### src/rtl/ir_sample_seq.sv
// IR sensor sampling sequencer: periodic emitter enable, settle, 8-channel A2D sweep, atomic bank commit.
// Optional build macro IR_INV_EN stores each result inverted ((2^RES_W-1) - res) so darker reads larger.
module ir_sample_seq #(
    parameter int PERIOD = 4096,
    parameter int SETTLE = 1024,
    parameter int RES_W  = 12
) (
    input  logic             clk,
    input  logic             rst_n,
    input  logic             cnv_cmplt,
    input  logic [RES_W-1:0] res,
    input  logic [2:0]       sel,
    output logic             strt_cnv,
    output logic [2:0]       chnnl,
    output logic             IR_en,
    output logic             IR_vld,
    output logic [RES_W-1:0] IR_dat
);

    localparam int PW = $clog2(PERIOD);
    localparam int SW = $clog2(SETTLE);

    typedef enum logic [2:0] {
        ST_IDLE,
        ST_SETTLE,
        ST_CONV,
        ST_WAIT,
        ST_COMMIT
    } state_t;

    state_t           state;
    state_t           state_nxt;
    logic [PW-1:0]    per_cnt;
    logic [SW-1:0]    set_cnt;
    logic [2:0]       idx;
    logic             pend;
    logic [RES_W-1:0] back  [8];
    logic [RES_W-1:0] front [8];
    logic [RES_W-1:0] res_val;

    logic per_expire;
    logic leave_idle;
    logic settle_done;
    logic cnv_take;

`ifdef IR_INV_EN
    assign res_val = ~res;
`else
    assign res_val = res;
`endif

    assign per_expire  = (per_cnt == PW'(PERIOD - 1));
    assign settle_done = (state == ST_SETTLE) && (set_cnt == SW'(SETTLE - 1));
    assign cnv_take    = (state == ST_WAIT) && cnv_cmplt;

    always_comb begin
        state_nxt  = state;
        leave_idle = 1'b0;
        case (state)
            ST_IDLE: begin
                if (pend) begin
                    leave_idle = 1'b1;
                    state_nxt  = ST_SETTLE;
                end
            end
            ST_SETTLE: if (settle_done) state_nxt = ST_CONV;
            ST_CONV:   state_nxt = ST_WAIT;
            ST_WAIT: begin
                if (cnv_cmplt) state_nxt = (idx == 3'd7) ? ST_COMMIT : ST_CONV;
            end
            ST_COMMIT: state_nxt = ST_IDLE;
            default:   state_nxt = ST_IDLE;
        endcase
    end

    // Emitters turn on in the IDLE cycle that sees pend, giving SETTLE+1 clocks before the first strobe.
    assign IR_en    = ((state == ST_IDLE) && pend) || (state == ST_SETTLE) ||
                      (state == ST_CONV) || (state == ST_WAIT);
    assign strt_cnv = (state == ST_CONV);
    assign chnnl    = ((state == ST_CONV) || (state == ST_WAIT)) ? idx : 3'd0;
    assign IR_vld   = (state == ST_COMMIT);
    assign IR_dat   = front[sel];

    always_ff @(posedge clk or negedge rst_n) begin
        if (!rst_n) begin
            state   <= ST_IDLE;
            per_cnt <= '0;
            set_cnt <= '0;
            idx     <= '0;
            pend    <= 1'b0;
            for (int i = 0; i < 8; i++) begin
                back[i]  <= '0;
                front[i] <= '0;
            end
        end else begin
            state   <= state_nxt;
            per_cnt <= per_expire ? '0 : per_cnt + 1'b1;

            // A fresh expiry wins over the consume so it is never lost.
            if (per_expire)
                pend <= 1'b1;
            else if (leave_idle)
                pend <= 1'b0;

            if (leave_idle)
                set_cnt <= '0;
            else if (state == ST_SETTLE)
                set_cnt <= set_cnt + 1'b1;

            if (settle_done)
                idx <= '0;
            else if (cnv_take)
                idx <= idx + 3'd1;

            // Front loads on the edge into COMMIT so IR_dat already holds the new frame while IR_vld is high.
            if (cnv_take) begin
                back[idx] <= res_val;
                if (idx == 3'd7) begin
                    for (int i = 0; i < 7; i++) front[i] <= back[i];
                    front[7] <= res_val;
                end
            end
        end
    end

endmodule

### config.mk
export PLATFORM = sky130hd
export DESIGN_NAME = ir_sample_seq
export DESIGN_NICKNAME = d
export VERILOG_FILES = /design/src/rtl/ir_sample_seq.sv
export SDC_FILE = /design/constraint.sdc
export NUM_CORES = 1
export LEC_CHECK = 0
export CAP_MARGIN = 30
export CORE_ASPECT_RATIO = 2
export CORE_UTILIZATION = 45
export CTS_CLUSTER_SIZE = 16
export DETAILED_ROUTE_END_ITERATION = 8
export SYNTH_ARGS = -nofsm -noshare
export SYNTH_HDL_FRONTEND = slang
export SYNTH_SLANG_ARGS = --single-unit
### constraint.sdc
create_clock -name clk -period 2.6 [get_ports clk]
set_input_delay 0.52 -clock clk [delete_from_list [all_inputs] [get_ports clk]]
set_output_delay 0.52 -clock clk [all_outputs]
set_load 0.02 [all_outputs]
==> reports/qor.tcl, run 1 <==
set qor(outcome) {completed}
set qor(die_width_um) 102
set qor(number_of_antenna_violations_at_the_first_check_in_global_routing) 0
set qor(worstPathCellList) {buf_2 > buf_12 > mux4_2 > mux2_2 > dlygate4sd2_1}
set qor(core_area_um2) 19800
set qor(floorplan.initialDensity_pct) 45.7
set qor(clock_skew_ns) 0.00791
set qor(post_cts.repair.setup_buffers) 0
set qor(vias) 4885
set qor(power.share.switching_pct) 21.1
set qor(dpl_worst_slack_ns) -0.360
set qor(timing.setup.critical_path_class) {primary input to output pin}
set qor(hold_path_class) {primary input to asynchronous set/reset pin}
set qor(power_uw) 6270
set qor(most_used_cells_in_the_layout_excluding_fill_and_tap_cells) {sky130_fd_sc_hd__dfrtp_1, sky130_fd_sc_hd__mux2_2, sky130_fd_sc_hd__mux2_4}
set qor(layout.core_utilization_pct) 53.1
set qor(die-area_um2) 20700
set qor(ir_worst_vdd_mv) 0.591
set qor(clk_tree_root_cell) {sky130_fd_sc_hd__clkbuf_16}
set qor(port-buffer-count) 35
set qor(clock_path_buffers) 3
set qor(first_global_vias) 5241
set qor(synth_sequential_area_ratio_pct) 57.7
set qor(antenna_left) 0
set qor(worstSetupStartpointType) {primary input}
set qor(data_required_critical_path_ns) 2.08
set qor(dominantRegCellSynth) {sky130_fd_sc_hd__dfrtp_1}
set qor(die_height_um) 203
set qor(place.detailed.hpwl_mm) 11.5
set qor(p_leak_uw) 0.00529
set qor(clock_latency_ns) 0.49
set qor(area.growth.synth_to_final_pct) 16.1
set qor(hold_violations) 0
set qor(post_drt_wl_per_cell_um) 20.2
set qor(ys_warn_count) 0
set qor(ys_async_sr_fraction_pct) 100
set qor(post_synth_instance_area_um2) 9060
set qor(tritoncts.num_buffers) 20
set qor(seq_power_share_pct) 51.8
set qor(cell_internal_pwr_uw) 4950
set qor(syn-num-nets) 600
set qor(power_per_cell_area_nw_per_um2) 596
set qor(critical-path-max-stage-delay_ns) 0.52
set qor(max_slew.worst_pin.slew_ns) 0.786
set qor(post_drt_via_cell_ratio) 5.43
set qor(fin_crit_sh_pct) 96.9
set qor(grt_overflow) 0
set qor(synth.ff_latch_count) 209
set qor(fraction_of_layout_instances_using_a_drive_strength_above_1_pct) 44.7
set qor(placedCellCount) 864
set qor(critical_path_sink_type) {output pin}
set qor(worst_slew_margin_rel_pct) 46.9
set qor(critical-path-slowest-cell) {sky130_fd_sc_hd__mux4_2}
set qor(drt_first_pass_iters) 4
set qor(initialDrtViolationCount) 154
set qor(timing_max_transition_violations_final) 0
set qor(number_of_maximum_capacitance_violations) 0
set qor(largest_net_degree_at_the_start_of_global_routing) 63
set qor(tritoncts) {yes}
set qor(layout.cells.most_common) {sky130_fd_sc_hd__dfrtp_1}
set qor(cts_htree_levels) 1
set qor(power.combinational.fraction_pct) 2.9
set qor(setup_viol) 0
set qor(num_io_pins) 36
set qor(cp.arrival_ns) 2.00
set qor(number_of_synthesized_flops_with_an_enable_pin) 0
set qor(postSynthAreaPerCell_um2) 15.7
set qor(layout.filler_cells) 1674
set qor(total_routing_usage_reported_by_global_routing_pct) 18.8
set qor(clock_power_share_pct) 45.3
set qor(period_needed_ns) 2.52
set qor(gpl.final_weighted_congestion) 0.705
set qor(setup_repair_after_global_routing_missed_its_margin) {no}
set qor(netSwitchingPower_uw) 1320
set qor(insertedDiodeCount) 0
set qor(syn_inst) 578
set qor(placement_rows) 73
set qor(clkTransAtPathRegs_ns) 0.06
set qor(final_worst_setup_slack_ns) 0.0793
set qor(critical_path_peak_fanout) 20
set qor(finish.net_count) 647
set qor(count_of_different_cell_masters_after_synthesis) 46
set qor(final_cell_count_no_fill) 900
set qor(routed_wl_mm) 18.2
set qor(clock-sinks) 209
set qor(fmax_ghz) 0.397
set qor(grt_pass1_wl_mm) 29.3
set qor(worst_hold_slack_ns) 0.00677
set qor(detail_route.drc_violations) 0
==> final timing paths <==
kind,end,cells after the start,startpoint,slack (ns)
worst max-delay path,IR_dat[7],5,sel[0],0.08
worst min-delay path,per_cnt[1]$_DFF_PN0_,1,rst_n,0.007
worst max register to register,front[5]$_DFFE_PN0P_,5,idx[0]$_DFFE_PN0P_,0.59
worst min register to register,per_cnt[0]$_DFF_PN0_,1,per_cnt[0]$_DFF_PN0_,0.48
max in group asynchronous,back[81]$_DFFE_PN0P_,2,rst_n,1.84
min in group clk,per_cnt[0]$_DFF_PN0_,1,per_cnt[0]$_DFF_PN0_,0.48
==> synthesized netlist by cell type (6+ instances only) <==
| cell type | instances | area [um2] |
|---|---|---|
| sky130_fd_sc_hd__dfrtp_1 | 209 | 5230 |
| sky130_fd_sc_hd__mux2_2 | 163 | 1840 |
| sky130_fd_sc_hd__mux2_4 | 29 | 435 |
| sky130_fd_sc_hd__mux4_2 | 24 | 541 |
| sky130_fd_sc_hd__buf_2 | 16 | 80.1 |
| sky130_fd_sc_hd__nand2_1 | 12 | 45.0 |
| sky130_fd_sc_hd__nand3_1 | 10 | 50.1 |
| sky130_fd_sc_hd__a21oi_1 | 9 | 45.0 |
| sky130_fd_sc_hd__nor2_1 | 8 | 30.0 |
| sky130_fd_sc_hd__o21ai_0 | 7 | 35.0 |
| sky130_fd_sc_hd__clkbuf_1 | 6 | 22.5 |
| sky130_fd_sc_hd__inv_1 | 6 | 22.5 |
==> flip-flops by register name, summed over array words and instances (netlist names) <==
signal / count
front: 96
per_cnt: 12
state: 3
set_cnt: 10
back: 84
idx: 3
pend: 1
==> layer usage <==
layer  part of all wire [%]  wire [um]  global-route usage (%)
met1                     41       7420                    23.5
met2                     55       9990                    33.5
met3                    2.8        502                    2.55
met4                    1.5        266                    4.80
met5                      0          0                       0
==> through the flow <==
step                TNS [ns]  area, um2
floorplan                  0       9060
global placement       -3.59       9860
detailed placement     -3.97       9860
CTS                        0      10500
global route               0      10500
finish                     0      10500
==> cell type report <==
type,instances,area [um2],area share (%)
Sequential cell,209,5230,49.8
Multi-Input combinational cell,331,3630,34.5
Timing Repair Buffer,57,663,6.31
Clock buffer,27,568,5.40
Tap cell,262,328,3.12
Clock inverter,8,70.1,0.666
Inverter,6,22.5,0.214
==> cell families after synthesis <==
group                    after synthesis  share of synthesized area, %
AO/OA/AOI/OAI                         27                          1.86
XOR/XNOR                               7                         0.677
adder cells (fa/ha/maj)                4                         0.553
buffers and inverters                 38                          2.33
flip-flops                           209                          57.7
multiplexers                         218                          31.3
AND/OR/NAND/NOR                       75                          5.58
==> critical path: cells and delay by family <==
kind / cells / cell delay, ns
buffers and inverters: 3 / 0.64
muxes: 2 / 0.82
==> power groups by stage <==
| stage | clock, uW | combinational, uW | sequential, uW |
|---|---|---|---|
| CTS | 2920 | 190 | 3250 |
| global placement | 0 | 177 | 3310 |
| global route | 3050 | 204 | 3250 |
| finish | 2840 | 182 | 3250 |
| floorplan | 0 | 36.4 | 3310 |
| detailed placement | 0 | 181 | 3310 |
==> what timing repair did <==
action	in CTS	in global routing
hold buffers	0	0
setup endpoints to repair	12	5
resized for setup	15	3
gates cloned	1	0
(Power assumes the default switching activity.)
==> run 2: changes to the inputs <==
--- a/config.mk
+++ b/config.mk
@@ -10,6 +10,7 @@
 export CORE_UTILIZATION = 45
 export CTS_CLUSTER_SIZE = 16
 export DETAILED_ROUTE_END_ITERATION = 8
+export PLACE_DENSITY = 0.73
 export SYNTH_ARGS = -nofsm -noshare
 export SYNTH_HDL_FRONTEND = slang
 export SYNTH_SLANG_ARGS = --single-unit
==> reports/qor.tcl, run 2 (synthesized netlist as in run 1, its figures left out) <==
set qor(cts_htree_levels) 1 ;# unchanged
set qor(clock_power_share_pct) 47.1 ;# +1.8 points
set qor(clock_path_buffers) 3 ;# unchanged
set qor(clk_tree_root_cell) {sky130_fd_sc_hd__clkbuf_16}
set qor(die_width_um) 102 ;# unchanged
set qor(number_of_antenna_violations_at_the_first_check_in_global_routing) 0 ;# unchanged
set qor(critical-path-max-stage-delay_ns) 0.52 ;# about the same
set qor(grt_pass1_wl_mm) 29.6 ;# +1.2%
set qor(regMostFlops) {front}
set qor(place.detailed.hpwl_mm) 11.5 ;# +0.29%
set qor(clock_skew_ns) 0.0267 ;# +0.0188 ns
set qor(seq_power_share_pct) 50.2 ;# -1.6 points
set qor(netSwitchingPower_uw) 1330 ;# +0.77%
set qor(setup_repair_after_global_routing_missed_its_margin) {no}
set qor(largest_registers) {front (96), back (84), per_cnt (12)}
set qor(layout.cells.most_common) {sky130_fd_sc_hd__dfrtp_1}
set qor(port-buffer-count) 35 ;# unchanged
set qor(timing_max_transition_violations_final) 0 ;# unchanged
set qor(floorplan.initialDensity_pct) 45.7 ;# unchanged
set qor(hold_violations) 0 ;# unchanged
set qor(dpl_worst_slack_ns) -0.330 ;# +0.0302 ns
set qor(gpl.final_weighted_congestion) 0.717 ;# +1.6%
set qor(total_routing_usage_reported_by_global_routing_pct) 18.7 ;# -0.062 points
set qor(critical-path-slowest-cell) {sky130_fd_sc_hd__mux4_2}
set qor(sum_of_buffers_and_inverters_on_the_critical_path) 3 ;# unchanged
set qor(detail_route.drc_violations) 0 ;# unchanged
set qor(number_of_maximum_capacitance_violations) 0 ;# unchanged
set qor(period_needed_ns) 2.51 ;# -0.0125 ns
set qor(tritoncts.num_buffers) 20 ;# unchanged
set qor(tritoncts) {yes}
set qor(layout.core_utilization_pct) 53.3 ;# +0.20 points
set qor(cp.arrival_ns) 1.99 ;# about the same
set qor(initialDrtViolationCount) 121 ;# -21%
set qor(timing.critical_path.depth) 5 ;# unchanged
set qor(fin_crit_sh_pct) 96.5 ;# -0.48 points
set qor(grt_overflow) 0 ;# unchanged
set qor(cell_internal_pwr_uw) 5150 ;# +4.0%
set qor(power.share.switching_pct) 20.6 ;# -0.51 points
set qor(die-area_um2) 20700 ;# unchanged
set qor(largest_register_ffs) 96 ;# unchanged
set qor(post_drt_wl_per_cell_um) 20.0 ;# -0.76%
set qor(hold_path_class) {flop to flop}
set qor(hold_depth) 1
set qor(critical_path_peak_fanout) 14 ;# -30%
set qor(routed_wl_mm) 18.0 ;# -0.87%
set qor(core_area_um2) 19800 ;# unchanged
set qor(worstPathCellList) {buf_2 > buf_12 > mux4_2 > mux2_2 > dlygate4sd2_1}
set qor(most_used_cells_in_the_layout_excluding_fill_and_tap_cells) {sky130_fd_sc_hd__dfrtp_1, sky130_fd_sc_hd__mux2_2, sky130_fd_sc_hd__mux2_4}
set qor(placement_rows) 73 ;# unchanged
set qor(critical_path_sink_type) {output pin}
set qor(clock-sinks) 209 ;# unchanged
set qor(vias) 4945 ;# +1.2%
set qor(area.growth.synth_to_final_pct) 16.5
set qor(worstRegToRegCells) 5 ;# unchanged
set qor(power.combinational.fraction_pct) 2.8 ;# about the same
set qor(fmax_ghz) 0.399 ;# +0.50%
set qor(first_global_vias) 5540 ;# +5.7%
set qor(outcome) {completed}
set qor(worstSetupStartpointType) {primary input}
set qor(worst_slew_margin_rel_pct) 53.1 ;# +6.3 points
set qor(antenna_left) 0 ;# unchanged
set qor(clock_latency_ns) 0.50 ;# about the same
set qor(fraction_of_layout_instances_using_a_drive_strength_above_1_pct) 44.7 ;# +0.070 points
set qor(num_io_pins) 36 ;# unchanged
set qor(clkTransAtPathRegs_ns) 0.06 ;# about the same
set qor(post_cts.repair.setup_buffers) 0 ;# unchanged
set qor(finish.net_count) 646 ;# -0.15%
set qor(drt_first_pass_iters) 4 ;# unchanged
set qor(post_drt_via_cell_ratio) 5.50 ;# +1.3%
set qor(insertedDiodeCount) 0 ;# unchanged
set qor(largest_net_degree_at_the_start_of_global_routing) 80 ;# +27%
set qor(timing.critical_path.max_delay_family) {multiplexers}
set qor(p_leak_uw) 0.00530 ;# +0.28%
set qor(final_worst_setup_slack_ns) 0.0918 ;# +0.0125 ns
set qor(max_slew.worst_pin.slew_ns) 0.693 ;# -0.0929 ns
set qor(fin_tns_setup_ns) 0 ;# unchanged
set qor(ir_worst_vdd_mv) 0.459 ;# -22%
set qor(die_height_um) 203 ;# unchanged
set qor(power_per_cell_area_nw_per_um2) 614 ;# +2.9%
set qor(timing.setup.critical_path_class) {primary input to output pin}
set qor(setup_viol) 0 ;# unchanged
set qor(data_required_critical_path_ns) 2.08 ;# about the same
## run 2: changes by cell type in the layout (fill, tap and decap cells not counted), sizes merged
cell | before | now
clkdlybuf4s15 | 1 | 0
bufinv | 1 | 3
dlygate4sd3 | 0 | 1
buf | 22 | 20
clkinvlp | 2 | 1
## run 2: cell type report
| type | instances | area (um2) |
|---|---|---|
| Sequential cell | 209 | 5230 |
| Inverter | 6 | 22.5 |
| Clock buffer | 26 | 563 |
| Fill cell | 1609 | 9260 |
| Multi-Input combinational cell | 331 | 3640 |
| Clock inverter | 9 | 134 |
| Tap cell | 262 | 328 |
| Timing Repair Buffer | 56 | 639 |
## run 2: timing repair
item | 4_1_cts | 5_1_grt
endpoints found under the setup margin | 12 | 7
hold buffers | 1 | 0
hold endpoints to repair | 4 | 0
gates cloned | 1 | 0
resized for setup | 14 | 5
## run 2: routing by layer
metal,vias to the layer above,GRT usage (%),wire [um]
li1,2212,-,-
met1,2592,23.3,7320
met2,97,32.1,9460
met3,44,2.38,546
met4,0,7.91,685
met5,-,0,0
## run 2: final timing paths
kind,start,to,slack (ns)
hold reg to reg,per_cnt[0]$_DFF_PN0_,per_cnt[0]$_DFF_PN0_,0.46
setup / recovery,sel[0],IR_dat[8],0.09
hold / removal,per_cnt[0]$_DFF_PN0_,per_cnt[0]$_DFF_PN0_,0.46
min in group asynchronous,rst_n,set_cnt[9]$_DFFE_PN0P_,0.57
max in group asynchronous,rst_n,back[15]$_DFFE_PN0P_,1.25
setup reg to reg,idx[0]$_DFFE_PN0P_,front[55]$_DFFE_PN0P_,0.44
## run 2: per-stage QoR
stage,area (um2),total power (uW),hold WS (ns),instances
final,10600,6480,0.462,899
after global routing,10600,6720,0.478,899
after CTS,10600,6560,0.462,899
after detailed placement,9830,3490,0.454,862
after global placement,9830,3480,0.445,862
after floorplan,9060,3350,0.224,578
## run 2: power by group through the flow
stage                     combinational (uW)  sequential (uW)  clock (uW)
after global placement                   170             3310           0
after global routing                     199             3250        3270
after CTS                                186             3250        3130
after detailed placement                 177             3310           0
after floorplan                         36.4             3310           0
final                                    179             3250        3050
